[config.mk]
export PLATFORM = sky130hd
export DESIGN_NAME = knock_timer_bar
export DESIGN_NICKNAME = d
export VERILOG_FILES = /design/src/rtl/knock_timer_bar.sv
export SDC_FILE = /design/constraint.sdc
export NUM_CORES = 1
export LEC_CHECK = 0
export ABC_AREA = 1
export BUFFER_PORTS_ARGS = -buffer_cell sky130_fd_sc_hd__buf_2
export CORE_MARGIN = 5
export CORE_UTILIZATION = 39
export DETAILED_ROUTE_END_ITERATION = 8
export GPL_TIMING_DRIVEN = 1
export PLACE_DENSITY_LB_ADDON = 0.25
export SYNTH_ARGS = -nofsm -noshare
export SYNTH_HDL_FRONTEND = slang
export SYNTH_SLANG_ARGS = --single-unit
[constraint.sdc]
create_clock -name CLK1K -period 5.2 [get_ports CLK1K]
set_input_delay 0 -clock CLK1K [delete_from_list [all_inputs] [get_ports CLK1K]]
set_output_delay 0 -clock CLK1K [all_outputs]
set_load 0.05 [all_outputs]
[src/rtl/knock_timer_bar.sv]
// Knock-operated countdown timer: each knock adds a minute, a long press cancels,
// remaining minutes shown as an LED bar. Define KNOCK_TIMER_BLINK_EN to blink LED[0] in the final minute.
module knock_timer_bar #(
    parameter int LED_W    = 18,
    parameter int MAX_MIN  = 19,
    parameter int TICK_DIV = 1000,
    parameter int FAST_DIV = 10,
    parameter int DEB_MS   = 8,
    parameter int HOLD_MS  = 1500,
    parameter int ALARM_MS = 500,
    localparam int MIN_W   = $clog2(MAX_MIN + 1)
) (
    input  logic             CLK1K,
    input  logic             RSTN,
    input  logic             KNOCK,
    input  logic             FAST,
    input  logic             PAUSE,
    output logic             ALARM,
    output logic [LED_W-1:0] LED,
    output logic             BUSY,
    output logic [MIN_W-1:0] MIN_REMAIN,
    output logic [1:0]       STATE_DBG
);

    localparam int DIV_MAX = (TICK_DIV > FAST_DIV) ? TICK_DIV : FAST_DIV;
    localparam int TW      = $clog2(DIV_MAX + 1);
    localparam int DW      = $clog2(DEB_MS + 1);
    localparam int HW      = $clog2(HOLD_MS + 1);
    localparam int AW      = $clog2(ALARM_MS + 1);

    typedef enum logic [1:0] {
        S_IDLE   = 2'd0,
        S_RUN    = 2'd1,
        S_PAUSED = 2'd2,
        S_ALARM  = 2'd3
    } state_t;

    logic          sync_q1;
    logic          sync_q2;
    logic          deb_level;
    logic [DW-1:0] deb_cnt;
    logic [HW-1:0] hold_cnt;
    logic          deb_flip;
    logic          knock_ev;
    logic          cancel_ev;

    state_t           state_q, state_n;
    logic [MIN_W-1:0] min_q, min_n;
    logic [5:0]       sec_q, sec_n;
    logic [TW-1:0]    tick_q, tick_n;
    logic [AW-1:0]    acnt_q, acnt_n;
    logic             blink_q, blink_n;
    logic             alarm_q;
    logic [LED_W-1:0] led_q, led_n;
    logic             tick;
    logic [TW-1:0]    div_last;

    function automatic logic [MIN_W-1:0] sat_inc(input logic [MIN_W-1:0] m);
        return (m < MIN_W'(MAX_MIN)) ? m + 1'b1 : m;
    endfunction

    // Synchroniser idles high so an inactive sensor never looks like a press.
    always_ff @(posedge CLK1K or negedge RSTN) begin
        if (!RSTN) begin
            sync_q1 <= 1'b1;
            sync_q2 <= 1'b1;
        end else begin
            sync_q1 <= KNOCK;
            sync_q2 <= sync_q1;
        end
    end

    assign deb_flip = (sync_q2 != deb_level) && (deb_cnt == DW'(DEB_MS - 1));

    always_ff @(posedge CLK1K or negedge RSTN) begin
        if (!RSTN) begin
            deb_level <= 1'b1;
            deb_cnt   <= '0;
        end else if (sync_q2 == deb_level) begin
            deb_cnt <= '0;
        end else if (deb_flip) begin
            deb_level <= sync_q2;
            deb_cnt   <= '0;
        end else begin
            deb_cnt <= deb_cnt + 1'b1;
        end
    end

    // Hold counter saturates at HOLD_MS so a single press cancels only once.
    always_ff @(posedge CLK1K or negedge RSTN) begin
        if (!RSTN) begin
            hold_cnt <= '0;
        end else if (deb_level) begin
            hold_cnt <= '0;
        end else if (hold_cnt != HW'(HOLD_MS)) begin
            hold_cnt <= hold_cnt + 1'b1;
        end
    end

    assign knock_ev  = deb_flip && !sync_q2;
    assign cancel_ev = !deb_level && (hold_cnt == HW'(HOLD_MS - 1));
    assign div_last  = FAST ? TW'(FAST_DIV - 1) : TW'(TICK_DIV - 1);

    always_comb begin
        state_n = state_q;
        min_n   = min_q;
        sec_n   = sec_q;
        tick_n  = tick_q;
        acnt_n  = acnt_q;
        tick    = 1'b0;

        case (state_q)
            S_IDLE: begin
                if (knock_ev) begin
                    min_n   = sat_inc(min_q);
                    sec_n   = '0;
                    tick_n  = '0;
                    state_n = S_RUN;
                end
            end
            S_RUN: begin
                if (PAUSE) begin
                    state_n = S_PAUSED;
                end else if (tick_q >= div_last) begin
                    tick_n = '0;
                    tick   = 1'b1;
                end else begin
                    tick_n = tick_q + 1'b1;
                end
                if (tick) begin
                    if (sec_q != '0) begin
                        sec_n = sec_q - 1'b1;
                    end else if (min_q != '0) begin
                        sec_n = 6'd59;
                        min_n = min_q - 1'b1;
                    end
                end
                // A same-cycle knock is applied on top of the decrement.
                if (knock_ev) begin
                    min_n = sat_inc(min_n);
                end
                if (tick && (min_n == '0) && (sec_n == '0)) begin
                    state_n = S_ALARM;
                    acnt_n  = '0;
                end
            end
            S_PAUSED: begin
                if (!PAUSE) begin
                    state_n = S_RUN;
                end
                if (knock_ev) begin
                    min_n = sat_inc(min_q);
                end
            end
            S_ALARM: begin
                if (knock_ev || (acnt_q == AW'(ALARM_MS - 1))) begin
                    state_n = S_IDLE;
                end else begin
                    acnt_n = acnt_q + 1'b1;
                end
            end
            default: begin
                state_n = S_IDLE;
            end
        endcase

        if (cancel_ev) begin
            state_n = S_IDLE;
            min_n   = '0;
            sec_n   = '0;
            tick_n  = '0;
            acnt_n  = '0;
        end

`ifdef KNOCK_TIMER_BLINK_EN
        blink_n = blink_q;
        if ((state_q == S_RUN) && tick && (min_q == '0) && (sec_q != '0)) begin
            blink_n = ~blink_q;
        end
        if ((state_n == S_IDLE) || (state_n == S_ALARM) || (min_n != '0)) begin
            blink_n = 1'b0;
        end
`else
        blink_n = 1'b0;
`endif
    end

    always_comb begin
        led_n = '0;
        for (int i = 0; i < LED_W; i++) begin
            led_n[i] = (int'(min_q) > i);
        end
        led_n[0] = led_n[0] | blink_q;
    end

    always_ff @(posedge CLK1K or negedge RSTN) begin
        if (!RSTN) begin
            state_q <= S_IDLE;
            min_q   <= '0;
            sec_q   <= '0;
            tick_q  <= '0;
            acnt_q  <= '0;
            blink_q <= 1'b0;
            alarm_q <= 1'b0;
            led_q   <= '0;
        end else begin
            state_q <= state_n;
            min_q   <= min_n;
            sec_q   <= sec_n;
            tick_q  <= tick_n;
            acnt_q  <= acnt_n;
            blink_q <= blink_n;
            alarm_q <= (state_n == S_ALARM);
            led_q   <= led_n;
        end
    end

    assign ALARM      = alarm_q;
    assign LED        = led_q;
    assign MIN_REMAIN = min_q;
    assign BUSY       = (state_q == S_RUN) || (state_q == S_PAUSED);
    assign STATE_DBG  = state_q;

endmodule

==> results.json <==
{
  "reg2reg_depth": 20,
  "grt_overflow": 0,
  "clkTransAtPathRegs_ps": 90,
  "ir_worst_vdd_mv": 0.4328,
  "worst_skew_pair.late_latency_ps": 350,
  "fill_cells": 1053,
  "worst_pin_slew_ps": 877.5,
  "crit_path_end_kind": "register",
  "p_leak_uw": 0.002309,
  "ys.flop_type": "dfrtp_1",
  "hold-path-cell-count": 7,
  "drt_iter0_drc": 158,
  "post_cts_buffers": 0,
  "viasPerCell": 4.973,
  "die_area_um2": 13110,
  "gp_congestion": 0.9754,
  "holdCritPathClass": "primary input to register",
  "period_share": 0.6257,
  "syn_avg_cell_area_um2": 7.772,
  "nets": 616,
  "drtPass1Iterations": 5,
  "die_h_um": 114.5,
  "hold_viol": 0,
  "yosys.area.top_type": "dfrtp_1",
  "maxSlewHeadroom": 0.4150,
  "rsz0062_at_grt": "no",
  "synth_edf_count": 0,
  "synthXorXnorAreaFrac": 0.01439,
  "finalSetupViolCount": 0,
  "cp-start-kind": "register",
  "antenna_left": 0,
  "arrival_ps": 3520,
  "cts_tree": "built",
  "diodes": 0,
  "synth-seq-cells": 69,
  "dpl.hpwl_mm": 6.751,
  "slowest_stage": "a21oi_4",
  "fin_crit_ps": 3254,
  "wl_mm": 9.142,
  "start_util": 0.3946,
  "muxShareOfSynthArea": 0,
  "cts.sinks": 69,
  "grt_pass1_wl_mm": 15.65,
  "drive_gt1_frac": 0.1655,
  "cap_violations": 0,
  "num_rows": 38,
  "grt_max_degree": 70,
  "layout_commonest_cell": "nand2_1",
  "coreArea_um2": 10790,
  "clockRootBuffer": "clkbuf_8",
  "grt_use_met2": 0.2286,
  "synth-adder-area-share": 0.07051,
  "synth_top_family_by_area": "simple AND/OR/NAND/NOR gates",
  "cts_max_level": 3,
  "grt_busiest_layer": "met2",
  "synth_fp_nets": 577,
  "synth_compound_area_frac": 0.1378,
  "pin_count": 32,
  "post-synth-top-area-fraction": 0.3878,
  "fin_util": 0.4448,
  "die_w_um": 114.5,
  "grt_pass1_vias": 3389,
  "use_met3": 0.03118,
  "io_buffer_count": 31,
  "vias": 3640,
  "max_stage_delay_ps": 410,
  "yosys.area_share.simple": 0.2855,
  "ys_warn_count": 0,
  "tns_ps": 0,
  "regArea_um2": 1730,
  "drc_errors": 0,
  "synthArstFlopShare": 1.000,
  "grt_use_met1": 0.2019,
  "power_density_nw_per_um2": 603.3,
  "yosysSeqAreaShare": 0.4063,
  "status": "complete, no violations",
  "timing.fmax_mhz": 307.4,
  "cp.required_ps": 5470,
  "crit_cells": 20,
  "cp_cell_sequence": "ha_1, nand2_1, nor2_1, nand3_1, nand3_4, nand2_4, inv_2, nand3_1, nand2_2, ha_1, nand2_1, a21oi_1, nand2_1, nand2_1, nand2_1, nor2_2, nand3_4, a21oi_4, nand2_1, o21ai_1",
  "area_delta_synth_final_pct": 12.72,
  "grtUsageTotal": 0.1458,
  "mostFrequentLayoutCells": "112 x nand2_1, 70 x inv_1, 66 x dfrtp_1",
  "ys_types": 41,
  "critical-path-top-delay-family": "simple AND/OR/NAND/NOR gates",
  "numCtsBuffers": 9,
  "placed_cells": 714,
  "syn-instance-count": 548,
  "syn-cell-area_um2": 4259,
  "max-clock-path-buffers": 2,
  "stdcell_count": 732,
  "yosys-top-cells-area": "dfrtp_1 39%, nand2_1 9.9%, ha_1 7.1%",
  "multiInputGateArea_um2": 2165,
  "clock_skew_ps": 13.72,
  "crit_path_max_fanout": 18,
  "cp_num_buf_inv": 1,
  "critPathKind": "register to register",
  "slew_viol_final": 0,
  "crit_top_cell": "nand2_1",
  "wire_per_inst_um": 12.49,
  "antenna_found_initial": 0
}
cell usage after synthesis, types with 2 or more instances:
cell	instances
buf_2	3
nor3b_1	2
a211oi_1	2
buf_4	2
a21oi_1	36
nor2_2	7
nor2_4	4
o32ai_1	2
inv_1	70
nand2_1	112
o22ai_1	6
ha_1	24
nand2_2	13
nor4_1	6
a21oi_4	2
o211ai_1	2
nor2_1	47
nand3_1	32
dfrtp_1	66
buf_6	2
o21ai_0	27
o21ai_1	14
nor3_1	18
nand3b_1	2
nand4_1	4
dfstp_2	3
inv_2	12
xor2_1	7
a31oi_1	5
nand3_4	4
and3_1	2
final timing paths:
check | from | endpoint | slack, ps
setup / recovery | tick_q[9] | acnt_q[2] | 1950
hold / removal | PAUSE | STATE_DBG[1] | 130
setup reg to reg | tick_q[9] | acnt_q[2] | 1950
hold reg to reg | sync_q1 | sync_q2 | 370
max in group asynchronous | RSTN | acnt_q[0] | 4240
min in group asynchronous | RSTN | deb_cnt[2] | 380
timing repair:
| item | 4_1_cts | 5_1_grt |
|---|---|---|
| gates resized for setup | 0 | 0 |
| hold buffers | 2 | 0 |
| endpoints found under the hold margin | 67 | 0 |
worst min-delay path, stage by stage:
cell and delay, ps:
buf_2 120, nor2_1 50, nand2_1 60, nand2_1 40, nand2_1 50, nand2_1 60
inv_1 60
state kept, by name (all words and copies together), names as in the netlist, 2 cells and up:
name,count
sec_q,6
acnt_q,9
hold_cnt,11
tick_q,10
deb_cnt,4
STATE_DBG,2
LED,18
MIN_REMAIN,5
stage by stage:
step	total power (uW)	setup WS [ps]	hold WS [ps]	area, um2
after floorplan	2059	2236	-295.6	4259
after global routing	3132	1537	175.4	4801
after global placement	2381	2129	107.2	4552
after CTS	2921	1936	109.3	4801
final	2896	1946	127.5	4801
after detailed placement	2395	1954	108.2	4552
final cells by class:
cell class	instances	area share
clock buffer	9	0.02580
clock inverter	7	0.02189
inverter	83	0.06489
multi-input combinational	389	0.4509
sequential	69	0.3604
tap	140	0.03649
timing repair buffer	35	0.03961
cells by family (layout without fill, tap and decap cells):
family / count (synthesis) / after routing
adder cells (fa/ha/maj): 24 / 24
buffers and inverters: 90 / 134
AND/OR/NAND/NOR: 256 / 256
AO/OA/AOI/OAI: 102 / 102
XOR/XNOR: 7 / 7
flip-flops: 69 / 69
power by group:
part | internal [uW] | total, uW | switching, uW
Combinational | 414 | 1550 | 1140
Clock | 278 | 511 | 233
Sequential | 695 | 835 | 140
Total | 1390 | 2900 | 1510
routing by layer:
layer	share of wire	wire (um)
met5	0	0
met1	0.50	4554
met4	0.0095	87
met3	0.049	448
met2	0.44	4051
Power figures use the tool's default switching activity.
